[config.mk]
export PLATFORM = sky130hd
export DESIGN_NAME = msp430_dmem_arbiter_flat
export DESIGN_NICKNAME = d
export VERILOG_FILES = /design/src/rtl/msp430_dmem_arbiter_pkg.sv /design/src/rtl/msp430_dmem_arbiter_if.sv /design/src/rtl/msp430_dmem_arbiter_starve_cnt.sv /design/src/rtl/msp430_dmem_arbiter.sv /design/src/flat_wrapper.sv
export SDC_FILE = /design/constraint.sdc
export NUM_CORES = 1
export LEC_CHECK = 0
export ABC_AREA = 0
export BUFFER_PORTS_ARGS = -buffer_cell sky130_fd_sc_hd__buf_2
export CAP_MARGIN = 20
export CORE_MARGIN = 1.5
export CORE_UTILIZATION = 26
export CTS_BUF_LIST = sky130_fd_sc_hd__clkbuf_4 sky130_fd_sc_hd__clkbuf_8
export DETAILED_ROUTE_END_ITERATION = 6
export PLACE_DENSITY_LB_ADDON = 0.3
export SLEW_MARGIN = 10
export SYNTH_ARGS = -nofsm -noshare
export SYNTH_HDL_FRONTEND = slang
export SYNTH_SLANG_ARGS = --single-unit
[constraint.sdc]
create_clock -name mclk -period 3.37 [get_ports mclk]
set_input_delay 0.674 -clock mclk [delete_from_list [all_inputs] [get_ports mclk]]
set_output_delay 0.674 -clock mclk [all_outputs]
set_load 0.03 [all_outputs]
[src/rtl/msp430_dmem_arbiter_pkg.sv]
// Shared types and constants for the MSP430 data-memory arbiter.
//   owner_t     : requester identity, also used to tag an outstanding read
//   arb_state_t : arbiter FSM states (free arbitration or locked to one master)
//   WEN_READ    : byte write-enable pattern meaning "read" (active low)
//   lock_state  : maps a requester to the FSM state that locks the bus to it
package msp430_arb_pkg;

   typedef enum logic [1:0] {
      OWN_DBG  = 2'd0,
      OWN_CPU  = 2'd1,
      OWN_DMA  = 2'd2,
      OWN_NONE = 2'd3
   } owner_t;

   typedef enum logic [1:0] {
      ARB      = 2'd0,
      LOCK_DBG = 2'd1,
      LOCK_CPU = 2'd2,
      LOCK_DMA = 2'd3
   } arb_state_t;

   localparam logic [1:0] WEN_READ = 2'b11;

   function automatic arb_state_t lock_state(owner_t o);
      case (o)
         OWN_DBG: return LOCK_DBG;
         OWN_CPU: return LOCK_CPU;
         OWN_DMA: return LOCK_DMA;
         default: return ARB;
      endcase
   endfunction

endpackage

[src/rtl/msp430_dmem_arbiter_if.sv]
// Bundle of every signal between the three data-memory masters (dbg, cpu,
// dma), the arbiter and the single-port data memory.
//   slave  : arbiter view (takes requests and dmem_dout, drives grants,
//            rvalids, rdata and the dmem_* request port)
//   master : environment view (requesters and memory), the mirror image
interface msp430_dmem_arbiter_if #(
   parameter int DW       = 16,
   parameter int DMEM_MSB = 16
);
   logic                dbg_freeze;

   logic                dbg_req,  cpu_req,  dma_req;
   logic                dbg_lock, cpu_lock, dma_lock;
   logic [DMEM_MSB:0]   dbg_addr, cpu_addr, dma_addr;
   logic [1:0]          dbg_wen,  cpu_wen,  dma_wen;
   logic [DW-1:0]       dbg_din,  cpu_din,  dma_din;

   logic                dbg_gnt,    cpu_gnt,    dma_gnt;
   logic                dbg_rvalid, cpu_rvalid, dma_rvalid;
   logic [DW-1:0]       rdata;

   logic [DMEM_MSB:0]   dmem_addr;
   logic                dmem_cen;
   logic [1:0]          dmem_wen;
   logic [DW-1:0]       dmem_din;
   logic [DW-1:0]       dmem_dout;

   modport slave (
      input  dbg_freeze,
      input  dbg_req, cpu_req, dma_req,
      input  dbg_lock, cpu_lock, dma_lock,
      input  dbg_addr, cpu_addr, dma_addr,
      input  dbg_wen, cpu_wen, dma_wen,
      input  dbg_din, cpu_din, dma_din,
      output dbg_gnt, cpu_gnt, dma_gnt,
      output dbg_rvalid, cpu_rvalid, dma_rvalid,
      output rdata,
      output dmem_addr, dmem_cen, dmem_wen, dmem_din,
      input  dmem_dout
   );

   modport master (
      output dbg_freeze,
      output dbg_req, cpu_req, dma_req,
      output dbg_lock, cpu_lock, dma_lock,
      output dbg_addr, cpu_addr, dma_addr,
      output dbg_wen, cpu_wen, dma_wen,
      output dbg_din, cpu_din, dma_din,
      input  dbg_gnt, cpu_gnt, dma_gnt,
      input  dbg_rvalid, cpu_rvalid, dma_rvalid,
      input  rdata,
      input  dmem_addr, dmem_cen, dmem_wen, dmem_din,
      output dmem_dout
   );

endinterface

[src/rtl/msp430_dmem_arbiter_starve_cnt.sv]
// Saturating starvation counter for the dma requester.
//   mclk, puc_rst : clock and synchronous active-high reset
//   inc           : dma was eligible but lost arbitration this cycle
//   clr           : dma was granted or stopped requesting
//   hold          : freeze the count (debug freeze)
//   promote       : count has reached STARVE_MAX (never set if STARVE_MAX=0)
module msp430_arb_starve_cnt #(
   parameter int STARVE_MAX = 8
) (
   input  logic mclk,
   input  logic puc_rst,
   input  logic inc,
   input  logic clr,
   input  logic hold,
   output logic promote
);
   localparam int CW = (STARVE_MAX < 1) ? 1 : $clog2(STARVE_MAX + 1);
   localparam logic [CW-1:0] MAX = CW'(STARVE_MAX);

   logic [CW-1:0] cnt;

   // A dropped request clears even under freeze, so a stale count can never
   // promote a fresh dma request the moment the freeze lifts.
   always_ff @(posedge mclk) begin
      if (puc_rst)
         cnt <= '0;
      else if (clr)
         cnt <= '0;
      else if (hold)
         cnt <= cnt;
      else if (inc && (cnt < MAX))
         cnt <= cnt + CW'(1);
   end

   assign promote = (STARVE_MAX != 0) && (cnt == MAX);

endmodule

[src/rtl/msp430_dmem_arbiter.sv]
// Data-memory arbiter: shares the single-port dmem between the debug unit,
// the CPU execution unit and a DMA engine.
//   mclk, puc_rst : clock and synchronous active-high reset
//   bus (slave)   : per-master req/lock/addr/wen/din in, gnt/rvalid out,
//                   shared rdata, and the dmem_* memory port
// Fixed priority dbg > cpu > dma; a starved dma is promoted to the top; a
// master may lock the bus across accesses for read-modify-write.
module msp430_dmem_arbiter
   import msp430_arb_pkg::*;
#(
   parameter int DW         = 16,
   parameter int DMEM_MSB   = 16,
   parameter int STARVE_MAX = 8
) (
   input  logic                  mclk,
   input  logic                  puc_rst,
   msp430_dmem_arbiter_if.slave  bus
);
   localparam int AW = DMEM_MSB + 1;

   // Per-master views, indexed by owner_t
   logic [2:0]               req, lck, gnt;
   logic [2:0][AW-1:0]       addr;
   logic [2:0][1:0]          wen;
   logic [2:0][DW-1:0]       din;

   assign req  = {bus.dma_req,  bus.cpu_req,  bus.dbg_req};
   assign lck  = {bus.dma_lock, bus.cpu_lock, bus.dbg_lock};
   assign addr = {bus.dma_addr, bus.cpu_addr, bus.dbg_addr};
   assign wen  = {bus.dma_wen,  bus.cpu_wen,  bus.dbg_wen};
   assign din  = {bus.dma_din,  bus.cpu_din,  bus.dbg_din};

   arb_state_t     state, state_nxt;
   owner_t         own;
   owner_t         rd_owner;
   logic           rd_pend;
   logic           dma_elig, promote;
   logic           starve_inc, starve_clr;
   logic [AW-1:0]  mem_addr;
   logic [1:0]     mem_wen;
   logic [DW-1:0]  mem_din;

   assign dma_elig = bus.dma_req & ~bus.dbg_freeze;

   // ---------------- FSM: state register ----------------
   always_ff @(posedge mclk) begin
      if (puc_rst) state <= ARB;
      else         state <= state_nxt;
   end

   // ---------------- FSM: next state ----------------
   // A lock taken with req=0 never matters: no grant, so no transition.
   always_comb begin
      state_nxt = state;
      unique case (state)
         ARB:      if (own != OWN_NONE && lck[own]) state_nxt = lock_state(own);
         LOCK_DBG: if (!req[OWN_DBG] || !lck[OWN_DBG]) state_nxt = ARB;
         LOCK_CPU: if (!req[OWN_CPU] || !lck[OWN_CPU]) state_nxt = ARB;
         // dma_elig drops on dbg_freeze, releasing the lock that same cycle
         LOCK_DMA: if (!dma_elig || !lck[OWN_DMA]) state_nxt = ARB;
         default:  state_nxt = ARB;
      endcase
   end

   // ---------------- FSM: outputs (winner and memory port) ----------------
   always_comb begin
      own = OWN_NONE;
      if (!puc_rst) begin
         unique case (state)
            ARB: begin
               if (promote && dma_elig) own = OWN_DMA;
               else if (req[OWN_DBG])   own = OWN_DBG;
               else if (req[OWN_CPU])   own = OWN_CPU;
               else if (dma_elig)       own = OWN_DMA;
            end
            LOCK_DBG: if (req[OWN_DBG]) own = OWN_DBG;
            LOCK_CPU: if (req[OWN_CPU]) own = OWN_CPU;
            LOCK_DMA: if (dma_elig)     own = OWN_DMA;
            default:  own = OWN_NONE;
         endcase
      end

      gnt      = '0;
      mem_addr = '0;
      mem_wen  = WEN_READ;
      mem_din  = '0;
      if (own != OWN_NONE) begin
         gnt[own] = 1'b1;
         mem_addr = addr[own];
         mem_wen  = wen[own];
         mem_din  = din[own];
      end
   end

   assign bus.dbg_gnt   = gnt[OWN_DBG];
   assign bus.cpu_gnt   = gnt[OWN_CPU];
   assign bus.dma_gnt   = gnt[OWN_DMA];
   assign bus.dmem_cen  = (own == OWN_NONE);
   assign bus.dmem_addr = mem_addr;
   assign bus.dmem_wen  = mem_wen;
   assign bus.dmem_din  = mem_din;

   // ---------------- read return tracking ----------------
   always_ff @(posedge mclk) begin
      if (puc_rst) begin
         rd_pend  <= 1'b0;
         rd_owner <= OWN_NONE;
      end else begin
         rd_pend  <= (own != OWN_NONE) && (mem_wen == WEN_READ);
         rd_owner <= own;
      end
   end

   // Gated with reset so a read issued just before reset never returns.
   assign bus.dbg_rvalid = ~puc_rst & rd_pend & (rd_owner == OWN_DBG);
   assign bus.cpu_rvalid = ~puc_rst & rd_pend & (rd_owner == OWN_CPU);
   assign bus.dma_rvalid = ~puc_rst & rd_pend & (rd_owner == OWN_DMA);
   assign bus.rdata      = bus.dmem_dout;

   // ---------------- dma starvation escalator ----------------
   assign starve_inc = dma_elig & ~gnt[OWN_DMA];
   assign starve_clr = ~bus.dma_req | gnt[OWN_DMA];

   msp430_arb_starve_cnt #(.STARVE_MAX(STARVE_MAX)) u_starve (
      .mclk    (mclk),
      .puc_rst (puc_rst),
      .inc     (starve_inc),
      .clr     (starve_clr),
      .hold    (bus.dbg_freeze),
      .promote (promote)
   );

endmodule
[src/flat_wrapper.sv]
// flat-port wrapper written by rule: the top's interface ports become plain ports
module msp430_dmem_arbiter_flat import msp430_arb_pkg::*;
#(
   parameter int DW         = 16,
   parameter int DMEM_MSB   = 16,
   parameter int STARVE_MAX = 8
)
  (mclk, puc_rst, bus_dbg_freeze, bus_dbg_req, bus_cpu_req, bus_dma_req, bus_dbg_lock, bus_cpu_lock, bus_dma_lock, bus_dbg_addr, bus_cpu_addr, bus_dma_addr, bus_dbg_wen, bus_cpu_wen, bus_dma_wen, bus_dbg_din, bus_cpu_din, bus_dma_din, bus_dbg_gnt, bus_cpu_gnt, bus_dma_gnt, bus_dbg_rvalid, bus_cpu_rvalid, bus_dma_rvalid, bus_rdata, bus_dmem_addr, bus_dmem_cen, bus_dmem_wen, bus_dmem_din, bus_dmem_dout);
  msp430_dmem_arbiter_if #(.DW(DW), .DMEM_MSB(DMEM_MSB)) bus_i ();
  input  logic mclk;
  input  logic puc_rst;
  input wire logic [$bits(bus_i.dbg_freeze)-1:0] bus_dbg_freeze;
  input wire logic [$bits(bus_i.dbg_req)-1:0] bus_dbg_req;
  input wire logic [$bits(bus_i.cpu_req)-1:0] bus_cpu_req;
  input wire logic [$bits(bus_i.dma_req)-1:0] bus_dma_req;
  input wire logic [$bits(bus_i.dbg_lock)-1:0] bus_dbg_lock;
  input wire logic [$bits(bus_i.cpu_lock)-1:0] bus_cpu_lock;
  input wire logic [$bits(bus_i.dma_lock)-1:0] bus_dma_lock;
  input wire logic [$bits(bus_i.dbg_addr)-1:0] bus_dbg_addr;
  input wire logic [$bits(bus_i.cpu_addr)-1:0] bus_cpu_addr;
  input wire logic [$bits(bus_i.dma_addr)-1:0] bus_dma_addr;
  input wire logic [$bits(bus_i.dbg_wen)-1:0] bus_dbg_wen;
  input wire logic [$bits(bus_i.cpu_wen)-1:0] bus_cpu_wen;
  input wire logic [$bits(bus_i.dma_wen)-1:0] bus_dma_wen;
  input wire logic [$bits(bus_i.dbg_din)-1:0] bus_dbg_din;
  input wire logic [$bits(bus_i.cpu_din)-1:0] bus_cpu_din;
  input wire logic [$bits(bus_i.dma_din)-1:0] bus_dma_din;
  output wire logic [$bits(bus_i.dbg_gnt)-1:0] bus_dbg_gnt;
  output wire logic [$bits(bus_i.cpu_gnt)-1:0] bus_cpu_gnt;
  output wire logic [$bits(bus_i.dma_gnt)-1:0] bus_dma_gnt;
  output wire logic [$bits(bus_i.dbg_rvalid)-1:0] bus_dbg_rvalid;
  output wire logic [$bits(bus_i.cpu_rvalid)-1:0] bus_cpu_rvalid;
  output wire logic [$bits(bus_i.dma_rvalid)-1:0] bus_dma_rvalid;
  output wire logic [$bits(bus_i.rdata)-1:0] bus_rdata;
  output wire logic [$bits(bus_i.dmem_addr)-1:0] bus_dmem_addr;
  output wire logic [$bits(bus_i.dmem_cen)-1:0] bus_dmem_cen;
  output wire logic [$bits(bus_i.dmem_wen)-1:0] bus_dmem_wen;
  output wire logic [$bits(bus_i.dmem_din)-1:0] bus_dmem_din;
  input wire logic [$bits(bus_i.dmem_dout)-1:0] bus_dmem_dout;
  assign bus_i.dbg_freeze = bus_dbg_freeze;
  assign bus_i.dbg_req = bus_dbg_req;
  assign bus_i.cpu_req = bus_cpu_req;
  assign bus_i.dma_req = bus_dma_req;
  assign bus_i.dbg_lock = bus_dbg_lock;
  assign bus_i.cpu_lock = bus_cpu_lock;
  assign bus_i.dma_lock = bus_dma_lock;
  assign bus_i.dbg_addr = bus_dbg_addr;
  assign bus_i.cpu_addr = bus_cpu_addr;
  assign bus_i.dma_addr = bus_dma_addr;
  assign bus_i.dbg_wen = bus_dbg_wen;
  assign bus_i.cpu_wen = bus_cpu_wen;
  assign bus_i.dma_wen = bus_dma_wen;
  assign bus_i.dbg_din = bus_dbg_din;
  assign bus_i.cpu_din = bus_cpu_din;
  assign bus_i.dma_din = bus_dma_din;
  assign bus_dbg_gnt = bus_i.dbg_gnt;
  assign bus_cpu_gnt = bus_i.cpu_gnt;
  assign bus_dma_gnt = bus_i.dma_gnt;
  assign bus_dbg_rvalid = bus_i.dbg_rvalid;
  assign bus_cpu_rvalid = bus_i.cpu_rvalid;
  assign bus_dma_rvalid = bus_i.dma_rvalid;
  assign bus_rdata = bus_i.rdata;
  assign bus_dmem_addr = bus_i.dmem_addr;
  assign bus_dmem_cen = bus_i.dmem_cen;
  assign bus_dmem_wen = bus_i.dmem_wen;
  assign bus_dmem_din = bus_i.dmem_din;
  assign bus_i.dmem_dout = bus_dmem_dout;
  msp430_dmem_arbiter #(.DW(DW), .DMEM_MSB(DMEM_MSB), .STARVE_MAX(STARVE_MAX)) u_core (.mclk(mclk), .puc_rst(puc_rst), .bus(bus_i));
endmodule
# Word level (Yosys, flattened, before mapping)
# Index checks and enable logic that the tools add are counted.
[totals]
wordCells = 82
ff_bits = 9
input_bits = 130
output_inout_bits = 58
[classes]
magnitude_cmp = 3
n_reduce_logical = 20
n_mux = 28
addsub = 1
bitwise = 11
eq_ne = 15
[op_table]
columns = ["operator", "count"]
rows = [
  ["binary-select mux 17 bit (select 2 bit)", 1],
  ["two-way mux 17 bit", 2],
  ["binary-select mux 16 bit (select 2 bit)", 1],
  ["two-way mux 16 bit", 2],
  ["two-way mux 2 bit", 12],
  ["one-hot mux 2 bit (4 select lines)", 2],
  ["equality test 2 bit (second input constant)", 6],
  ["!= test 2 x 1 -> 1 bit (second input constant)", 4],
  ["bitwise AND 1 bit", 6],
  ["equality test 2 x 1 -> 1 bit (second input constant)", 3],
  ["logical NOT 1 bit", 6],
  ["logical NOT 2 bit", 3],
  ["one-hot mux 2 bit (3 select lines)", 1],
  ["logical AND 1 bit", 5],
  ["adder 4 x 1 -> 4 bit (second input constant)", 1],
  ["binary-select mux 2 bit (select 2 bit)", 1],
  ["equality test 4 bit (second input constant)", 1],
  ["< comparator 4 bit (second input constant)", 1],
  ["NOT 1 bit", 4],
  ["AND reduction 4 bit", 1],
  ["logical OR 1 bit", 3],
  ["< comparator 2 x 3 -> 1 bit (second input constant)", 1],
  ["two-way mux 1 bit", 3],
  ["two-way mux 3 bit", 1],
  ["other kinds (7)", 7],
]

# Longest topological paths before layout
# Gate-level depths: netlist (run 1).
[depth]
word_depth = 17
mapped_depth = 12
depth_no_buf = 10

# By module
# Synthesis (run 1) repeated with hierarchy kept, for this count alone.
[unflattened]
hier_cells = 166
area_unflattened_um2 = 1483.9
[by_module_without_submodules]
columns = ["mod", "seq_area_each_um2", "cells_each", "area_each_um2", "n_inst"]
rows = [
  ["msp430_dmem_arbiter", 100.1, 139, 1196.1, 1],
  ["msp430_arb_starve_cnt", 80.1, 27, 287.8, 1],
]

# Least setup slack after synthesis (run 1)
# OpenSTA, ideal clock, no wires.
[synth_path]
path_kind = "input to output"
startpoint = "input port bus_dbg_req"
endpoint = "output port bus_dmem_addr[10]"
stages = 9
t_required_ns = 2.696
slack_ns = -0.054
arrival_ns = 2.750
n_path_buf = 3
path_cell_list = "or3_4 > a211oi_4 > nor3_4 > inv_4 > buf_6 > ha_1 > clkbuf_1 > clkbuf_1 > nor2_1"
[synth_via]
elab_chain_len = 7
elab_cells_between_ends = 9
classes_between = "eq/ne: 1; mux: 8"
[synth_lines]
columns = ["element", "line_no", "rtl"]
rows = [
  ["from (decl)", "flat_wrapper.sv:13", "input wire logic [$bits(bus_i.dbg_req)-1:0] bus_dbg_req;"],
  ["two-way mux 2 bit", "msp430_dmem_arbiter.sv:72", "else if (req[OWN_DBG]) own = OWN_DBG;"],
  ["two-way mux 2 bit", "msp430_dmem_arbiter.sv:71", "if (promote && dma_elig) own = OWN_DMA;"],
  ["one-hot mux 2 bit (4 select lines) (*)", "msp430_dmem_arbiter.sv:69", "unique case (state)"],
  ["two-way mux 2 bit (*)", "msp430_dmem_arbiter.sv:68", "if (!puc_rst) begin"],
  ["net u_core.own[0]", "msp430_dmem_arbiter.sv:34", "owner_t own;"],
  ["binary-select mux 17 bit (select 2 bit)", "msp430_dmem_arbiter.sv:89", "mem_addr = addr[own];"],
  ["two-way mux 17 bit (implied by the code)", "msp430_dmem_arbiter.sv:89", ""],
  ["two-way mux 17 bit (*)", "msp430_dmem_arbiter.sv:87", "if (own != OWN_NONE) begin"],
  ["to (decl)", "flat_wrapper.sv:35", "output wire logic [$bits(bus_i.dmem_addr)-1:0] bus_dmem_addr;"],
]
# Mark *: on every way through the listed nets, which the timed path passes. The rest lies on a longest branch. The select of a mux whose other input is x is not followed.

# Final worst setup path (run 1)
[layout_path]
startpoint = "register u_core.u_starve.cnt[0]"
endpoint = "output port bus_dmem_din[0]"
[layout_via]
elab_chain_len = 8
elab_cells_between_ends = 9
classes_between = "eq/ne: 2; mux: 6; reduce/logical: 1"
[layout_lines]
columns = ["element", "line_no", "rtl"]
rows = [
  ["from (decl)", "msp430_dmem_arbiter_starve_cnt.sv:20", "logic [CW-1:0] cnt;"],
  ["from (signal assigned)", "msp430_dmem_arbiter_starve_cnt.sv:30", "cnt <= cnt;"],
  ["from (signal assigned)", "msp430_dmem_arbiter_starve_cnt.sv:32", "cnt <= cnt + CW'(1);"],
  ["equality test 4 bit (*)", "msp430_dmem_arbiter_starve_cnt.sv:35", "assign promote = (STARVE_MAX != 0) && (cnt == MAX);"],
  ["logical AND 1 bit (*)", "msp430_dmem_arbiter.sv:71", ""],
  ["two-way mux 2 bit (*)", "msp430_dmem_arbiter.sv:71", ""],
  ["one-hot mux 2 bit (4 select lines) (*)", "msp430_dmem_arbiter.sv:69", ""],
  ["two-way mux 2 bit (*)", "msp430_dmem_arbiter.sv:68", ""],
  ["binary-select mux 16 bit (select 2 bit)", "msp430_dmem_arbiter.sv:91", "mem_din = din[own];"],
  ["two-way mux 16 bit (implied by the code)", "msp430_dmem_arbiter.sv:91", ""],
  ["two-way mux 16 bit (*)", "msp430_dmem_arbiter.sv:87", ""],
  ["to (decl)", "flat_wrapper.sv:38", "output wire logic [$bits(bus_i.dmem_din)-1:0] bus_dmem_din;"],
]
# Mark *: on every way between the ends. The rest lies on a longest branch, timed or not. The select of a mux whose other input is x is not followed.

==> results of run 1 <==
where the power goes:
| group | internal (mW) | leakage (nW) | switching, mW |
|---|---|---|---|
| logic | 0.253 | 1.36 | 0.340 |
| registers | 0.115 | 0.0734 | 0.0105 |
| clock network | 0.0903 | 0.0262 | 0.0415 |
layout by cell type (no fill, tap or decap), drive strengths merged:
cell / netlist / routed
a21oi: 35 / 35
nor2b: 1 / 1
and2b: 1 / 1
mux2i: 3 / 3
a2bb2oi: 1 / 1
o21ai: 2 / 2
or3: 2 / 2
nor4bb: 2 / 2
nor3: 3 / 3
mux2: 34 / 34
inv: 6 / 5
nor2: 41 / 41
nand2b: 6 / 6
nand2: 5 / 5
nor4: 1 / 1
a211oi: 1 / 1
nor3b: 3 / 3
nor4b: 2 / 2
clkinv: 1 / 2
o22ai: 1 / 1
a41oi: 3 / 3
and3b: 1 / 1
o22a: 1 / 1
and2: 1 / 1
dfxtp: 9 / 9
buf: 26 / 166
or4: 1 / 1
a31o: 2 / 2
xnor2: 1 / 1
ha: 6 / 6
clkbuf: 11 / 4
xor2: 1 / 1
a31oi: 1 / 1
and3: 33 / 33
a21o: 1 / 1
Yosys cell counts (2+ instances only):
library cell and instances:
clkbuf_1 11, ha_1 6, nor3b_1 2, and3_1 33, a31o_2 2, dfxtp_1 9, nand2b_1 6, a21oi_1 35
buf_6 5, inv_1 5, nor4bb_1 2, nor2_1 41, buf_4 16, nand2_1 5, nor3_1 2, buf_2 5
a41oi_1 2, mux2_2 33, mux2i_1 3
registers in the layout (all words and copies together), names as in the netlist:
register,flops
u_core.rd_owner,2
u_core.rd_pend,1
u_core.state,2
u_core.u_starve.cnt,4
metrics by stage:
stage / cell area [sq um] / power (mW) / hold WS, ps / worst slack (ps) / utilization [%]
after CTS: 2640 / 0.858 / 509 / 102 / 38.8
after floorplan: 1830 / 0.580 / 457 / 32.7 / -
after detailed placement: 2590 / 0.723 / 495 / 147 / 38.1
after global placement: 2590 / 0.721 / 483 / 188 / 38.1
final: 2640 / 0.849 / 512 / 179 / 38.9
after global routing: 2640 / 0.915 / 554 / 2.54 / 38.9
layout make-up:
type	instances	area, sq um	area share [%]
Multi-Input combinational cell	196	1380	52.1
Inverter	7	31.3	1.18
Tap cell	96	120	4.55
Sequential cell	9	180	6.82
Timing Repair Buffer	166	883	33.5
Clock buffer	4	48.8	1.85
worst paths after layout:
path / slack (ps) / cells past startpoint / start / to
worst max-delay path: 180 / 11 / u_core.u_starve.cnt[0] / bus_dmem_din[0]
worst min-delay path: 510 / 2 / u_core.u_starve.cnt[3] / u_core.u_starve.cnt[3]
worst max register to register: 730 / 11 / u_core.u_starve.cnt[0] / u_core.u_starve.cnt[2]
worst min register to register: 510 / 2 / u_core.u_starve.cnt[3] / u_core.u_starve.cnt[3]
layer usage:
metal,up-vias,share of wire (%)
met3,8,7.7
met5,-,0
met4,0,0.56
met1,989,42
met2,99,49
li1,1124,-
worst min-delay path, cell delays in order (launching register included):
cell	delay [ps]
dfxtp_1	350
a41oi_1	50
nor2_1	70
kinds of logic (layout without fill, tap and decap cells):
| kind of cell | Yosys count | in the layout | share of synthesized area (%) |
|---|---|---|---|
| compound gates | 48 | 48 | 16.1 |
| xor+xnor | 2 | 2 | 0.960 |
| fa+ha+maj | 6 | 6 | 4.11 |
| buf+inv | 44 | 177 | 14.9 |
| flops | 9 | 9 | 9.87 |
| mux | 37 | 37 | 22.6 |
| simple gates | 103 | 103 | 31.5 |
==> flow_summary.toml, run 1 <==
[global_route]
grt.busiest_layer = "met2"
antenna_found_initial = 0
overflow = 0
grt_max_degree = 41
met3_usage_pct = 3.52
use_met2_pct = 26.6
met1_usage_pct = 17.8
grtUsageTotal_pct = 14.7
grt_pass1_wl_mm = 9.10
grt_pass1_vias = 2022

[worst_setup_path]
critical_path.cell_chain = "inv_1 > ha_1 > and3b_1 > a211oi_4 > nor3_4 > clkinv_4 > buf_12 > mux2_2 > a21oi_1 > nor2_1 > buf_2"
arrival_ps = 2520
cp_max_fo = 17
path_buf_inv = 4
start_kind = "flop"
required_ps = 2700
path_class = "flop to primary output"
max_stage_delay_ps = 390
cp-end-kind = "primary output"
crit_slowest_cell = "dfxtp_1"
cp_top_family = "buffers and inverters"

[timing]
min_period_over_period_pct = 94.7
fmax_ghz = 0.313
final-setup-viol-count = 0
rsz0062_at_grt = "no"
relSlewSlack_pct = 69.2
final.min_clock_period_ps = 3190
finClkSkew_ps = 4.91
finalHoldViolations = 0
maxSlewViolCount = 0
worst_pin_slew_ps = 459
tns_ps = 0

[synthesis]
synth_top_area_share_pct = 20.4
yosys_warnings = 0
syn_inst = 249
syn_area_sq_mm = 0.00183
synth_flop_cell = "dfxtp_1"
synth_edf_count = 0
ys_async_sr_fraction_pct = 0
syn_area_per_cell_sq_um = 7.33
yosys.area.top_type = "mux2_2"
yosysSeqAreaShare_pct = 9.87
yosys.cell_types.count = 45
synth_area_leaders = "mux2_2 (20%), and3_1 (11%), dfxtp_1 (9.9%), a21oi_1 (9.6%), nor2_1 (8.4%)"
synth_nets = 385
synth-seq-cells = 9

[clock_tree]
cts_buffers = 3
cts_tree = "yes"
cts_sinks = 9
clk_path_buf_depth = 2
postCtsHoldBufs = 0
h-tree-depth = 1
cts_root_buf = "clkbuf_8"
cts_setup_buffers = 0
cts_resized = 0
clkSlewWorstSetupHoldPaths_ps = 50
clk_latency_ps = 230

[pwr]
power.density_mw_per_mm2 = 322
vdd_drop_max_mv = 0.172
p_leak_nw = 1.46

[floorplanning]
die_y_um = 86.8
die_w_um = 86.8
rows = 30
initial_core_util_pct = 26.9
die_area_sq_mm = 0.00753
pin_count = 188
coreArea_sq_mm = 0.00679

[placement]
gp_congestion = 0.761
placed_cells_incl_taps = 474
io_buffers = 155
dp.final_hpwl_mm = 4.85

[routing]
drtAntennaViolNets = 0
wl_mm = 6.07
wl_per_cell_um = 12.7
post-route-drc-count = 0
num_vias = 2220
drt_iter0_drc = 52
drt_pass1_iterations = 6
vias_per_cell = 4.64

[job]
max-cap-violations = 0

[finish]
drive_gt1_share_pct = 55.8
stdcell_count = 478
fill_cells = 730
area_growth_pct = 44.6
antenna_cells = 0
nNetsFinal = 519

[run_status]
run_status = "finished clean"

[hold_path]
hold_class = "flop to flop"
No activity file was read; power rests on OpenSTA's default activity.
==> run 2, diff against run 1 <==
--- a/config.mk
+++ b/config.mk
@@ -5,7 +5,7 @@
 export SDC_FILE = /design/constraint.sdc
 export NUM_CORES = 1
 export LEC_CHECK = 0
-export ABC_AREA = 0
+export ABC_AREA = 1
 export BUFFER_PORTS_ARGS = -buffer_cell sky130_fd_sc_hd__buf_2
 export CAP_MARGIN = 20
 export CORE_MARGIN = 1.5
@@ -16,4 +16,5 @@
 export SLEW_MARGIN = 10
 export SYNTH_ARGS = -nofsm -noshare
 export SYNTH_HDL_FRONTEND = slang
+export SYNTH_HIERARCHICAL = 1
 export SYNTH_SLANG_ARGS = --single-unit
==> flow_summary.toml, run 2 <==
[finish]
largest_reg_flops = 4
multi_input_area_sq_mm = 0.00104
stdcell_count = 486
antenna_cells = 0
drive_gt1_share_pct = 43.7
layout_commonest_cell = "buf_2"
final_cell_mix = "buf_2 (155), nand2_1 (66), nor2_1 (46), o21ai_1 (39), o21ai_0 (29)"
final_util_pct = 40.5
top_register = "u_core/u_starve/cnt"
nNetsFinal = 548
area_growth_pct = 48.6
largest_registers = "u_core/u_starve/cnt x4, u_core/rd_owner x2, u_core/state x2"
fill_cells = 634
seqCellArea_sq_um = 180

[placement]
placed_cells_incl_taps = 482
dp.final_hpwl_mm = 4.99
io_buffers = 155
gp_congestion = 0.885

[floorplanning]
rows = 27
pin_count = 188
die_w_um = 79.7
coreArea_sq_mm = 0.00561
die_y_um = 79.7
initial_core_util_pct = 27.3
die_area_sq_mm = 0.00635

[routing]
wl_per_cell_um = 12.7
num_vias = 2202
post-route-drc-count = 0
vias_per_cell = 4.53
drt_iter0_drc = 77
wl_mm = 6.17
drtAntennaViolNets = 0
drt_pass1_iterations = 5

[synthesis]
synth-seq-cells = 9
synthMostInstantiatedCell = "nand2_1"
synth_top_area_share_pct = 16.2
syn_area_per_cell_sq_um = 5.45
yosys.area.top_type = "nand2_1"
syn_area_sq_mm = 0.00153
synth.top_cells.by_count = "nand2_1 (66), nor2_1 (46), o21ai_1 (39)"
yosysSeqAreaShare_pct = 11.8
synth_area_leaders = "nand2_1 (16%), o21ai_1 (13%), dfxtp_1 (12%), nor2_1 (11%), buf_4 (9.8%)"
syn_inst = 281
synth_edf_count = 0
yosys.cell_types.count = 27
ys_async_sr_fraction_pct = 0
synth_nets = 414
synth_flop_cell = "dfxtp_1"
yosys_warnings = 6

[worst_setup_path]
cp_max_fo = 17
reg2reg_depth = 14
path_class = "primary input to primary output"
required_ps = 2700
arrival_ps = 2420
startpoint = "bus_dma_req"
r2r_slack_ps = 1190
cp-end-kind = "primary output"
r2r-end = "u_core/state[0]"
timing.rr.start = "u_core/u_starve/cnt[0]"
start_kind = "primary input"

[timing]
fmax_ghz = 0.323
relSlewSlack_pct = 69.0
finalHoldViolations = 0
final.min_clock_period_ps = 3100
finClkSkew_ps = 2.18
worst_pin_slew_ps = 465
tns_ps = 0
rsz0062_at_grt = "no"
final-setup-viol-count = 0
maxSlewViolCount = 0
min_period_over_period_pct = 91.9

[pwr]
vdd_drop_max_mv = 0.191
power.density_mw_per_mm2 = 617
p_leak_nw = 1.23

[global_route]
grt_pass1_vias = 1940
use_met2_pct = 34.1
grtUsageTotal_pct = 17.8
antenna_found_initial = 0
grt_max_degree = 27
met1_usage_pct = 18.6
grt_pass1_wl_mm = 8.93
met3_usage_pct = 6.86
overflow = 0
grt.busiest_layer = "met2"

[job]
max-cap-violations = 0

[clock_tree]
cts_root_buf = "clkbuf_8"
cts_setup_buffers = 0
postCtsHoldBufs = 0
clk_latency_ps = 230
cts_sinks = 9
clkSlewWorstSetupHoldPaths_ps = 40
cts_buffers = 3
clk_path_buf_depth = 2
cts_tree = "yes"
h-tree-depth = 1
cts_resized = 0

[hold_path]
hold_class = "flop to flop"
holdCritStartpoint = "u_core/u_starve/cnt[0]"
worstHoldEndpoint = "u_core/u_starve/cnt[0]"
min_path_cells = 2

[run_status]
run_status = "finished clean"
==> run 2: cell count changes after synthesis, sizes merged, moves of 6 or more <==
| cell | change |
|---|---|
| and3 | -33 |
| nand2b | -6 |
| clkbuf | -9 |
| a21oi | -29 |
| inv | +18 |
| nand2 | +64 |
| nor2 | +10 |
| mux2 | -34 |
| nand3 | +10 |
| o21ai | +66 |
==> run 2: cells by family (layout without fill, tap and decap cells) <==
logic type	after synthesis	count (layout)	share of synthesized area, %
DFF	9	9	11.8
AOI/OAI and AO/OA	76	76	25.4
buffers and inverters	55	188	20.4
and+or+nand+nor	138	138	40.0
adders and majority gates	3	3	2.45
==> run 2: power by group <==
| part | leakage [nW] | switching (mW) | internal (mW) |
|---|---|---|---|
| combinational | 1.13 | 0.785 | 0.337 |
| sequential | 0.0738 | 0.0204 | 0.128 |
| clock | 0.0262 | 0.0427 | 0.0905 |
==> run 2: through the flow <==
stage	worst slack, ps	cell area, sq um	hold slack, ps	power (mW)
6_report	274	2270	501	1.40
3_5_place_dp	255	2220	501	1.27
5_1_grt	28.8	2270	537	1.51
2_1_floorplan	598	1530	474	1.01
3_3_place_gp	258	2220	496	1.27
4_1_cts	250	2270	507	1.41
==> run 2: cell type report <==
type	count	area share, %
repair buffers	160	36.3
well taps	72	3.96
flip-flops and latches	9	7.93
multi-input cells	217	45.7
inverters	24	3.96
clock buffers	4	2.15
==> run 2: layer usage <==
metal  share of wire [%]  routed length [um]  up-vias
met5                   0                   0        -
met4                0.62                  38        0
met3                  11                 667        4
met2                  50                3080       86
met1                  39                2390      956
li1                    -                   -     1156
==> run 2: how the worst max path moves through the flow <==
stage | to | slack (ps) | cells after the start
floorplan | bus_dmem_addr[15] | 600 | 9
global placement | bus_dmem_wen[0] | 260 | 13
detailed placement | bus_dmem_addr[14] | 250 | 11
CTS | bus_dmem_addr[14] | 250 | 11
global route | bus_dmem_addr[13] | 30 | 14
finish | bus_dmem_din[7] | 270 | 11
==> run 2: worst max-delay path, stage by stage <==
cell	delay [ps]
buf_2	100
inv_1	40
nor2_1	190
nand2_1	130
nand2_4	100
nand3_4	190
inv_2	300
buf_4	250
o21ai_0	110
o21ai_1	130
buf_2	210
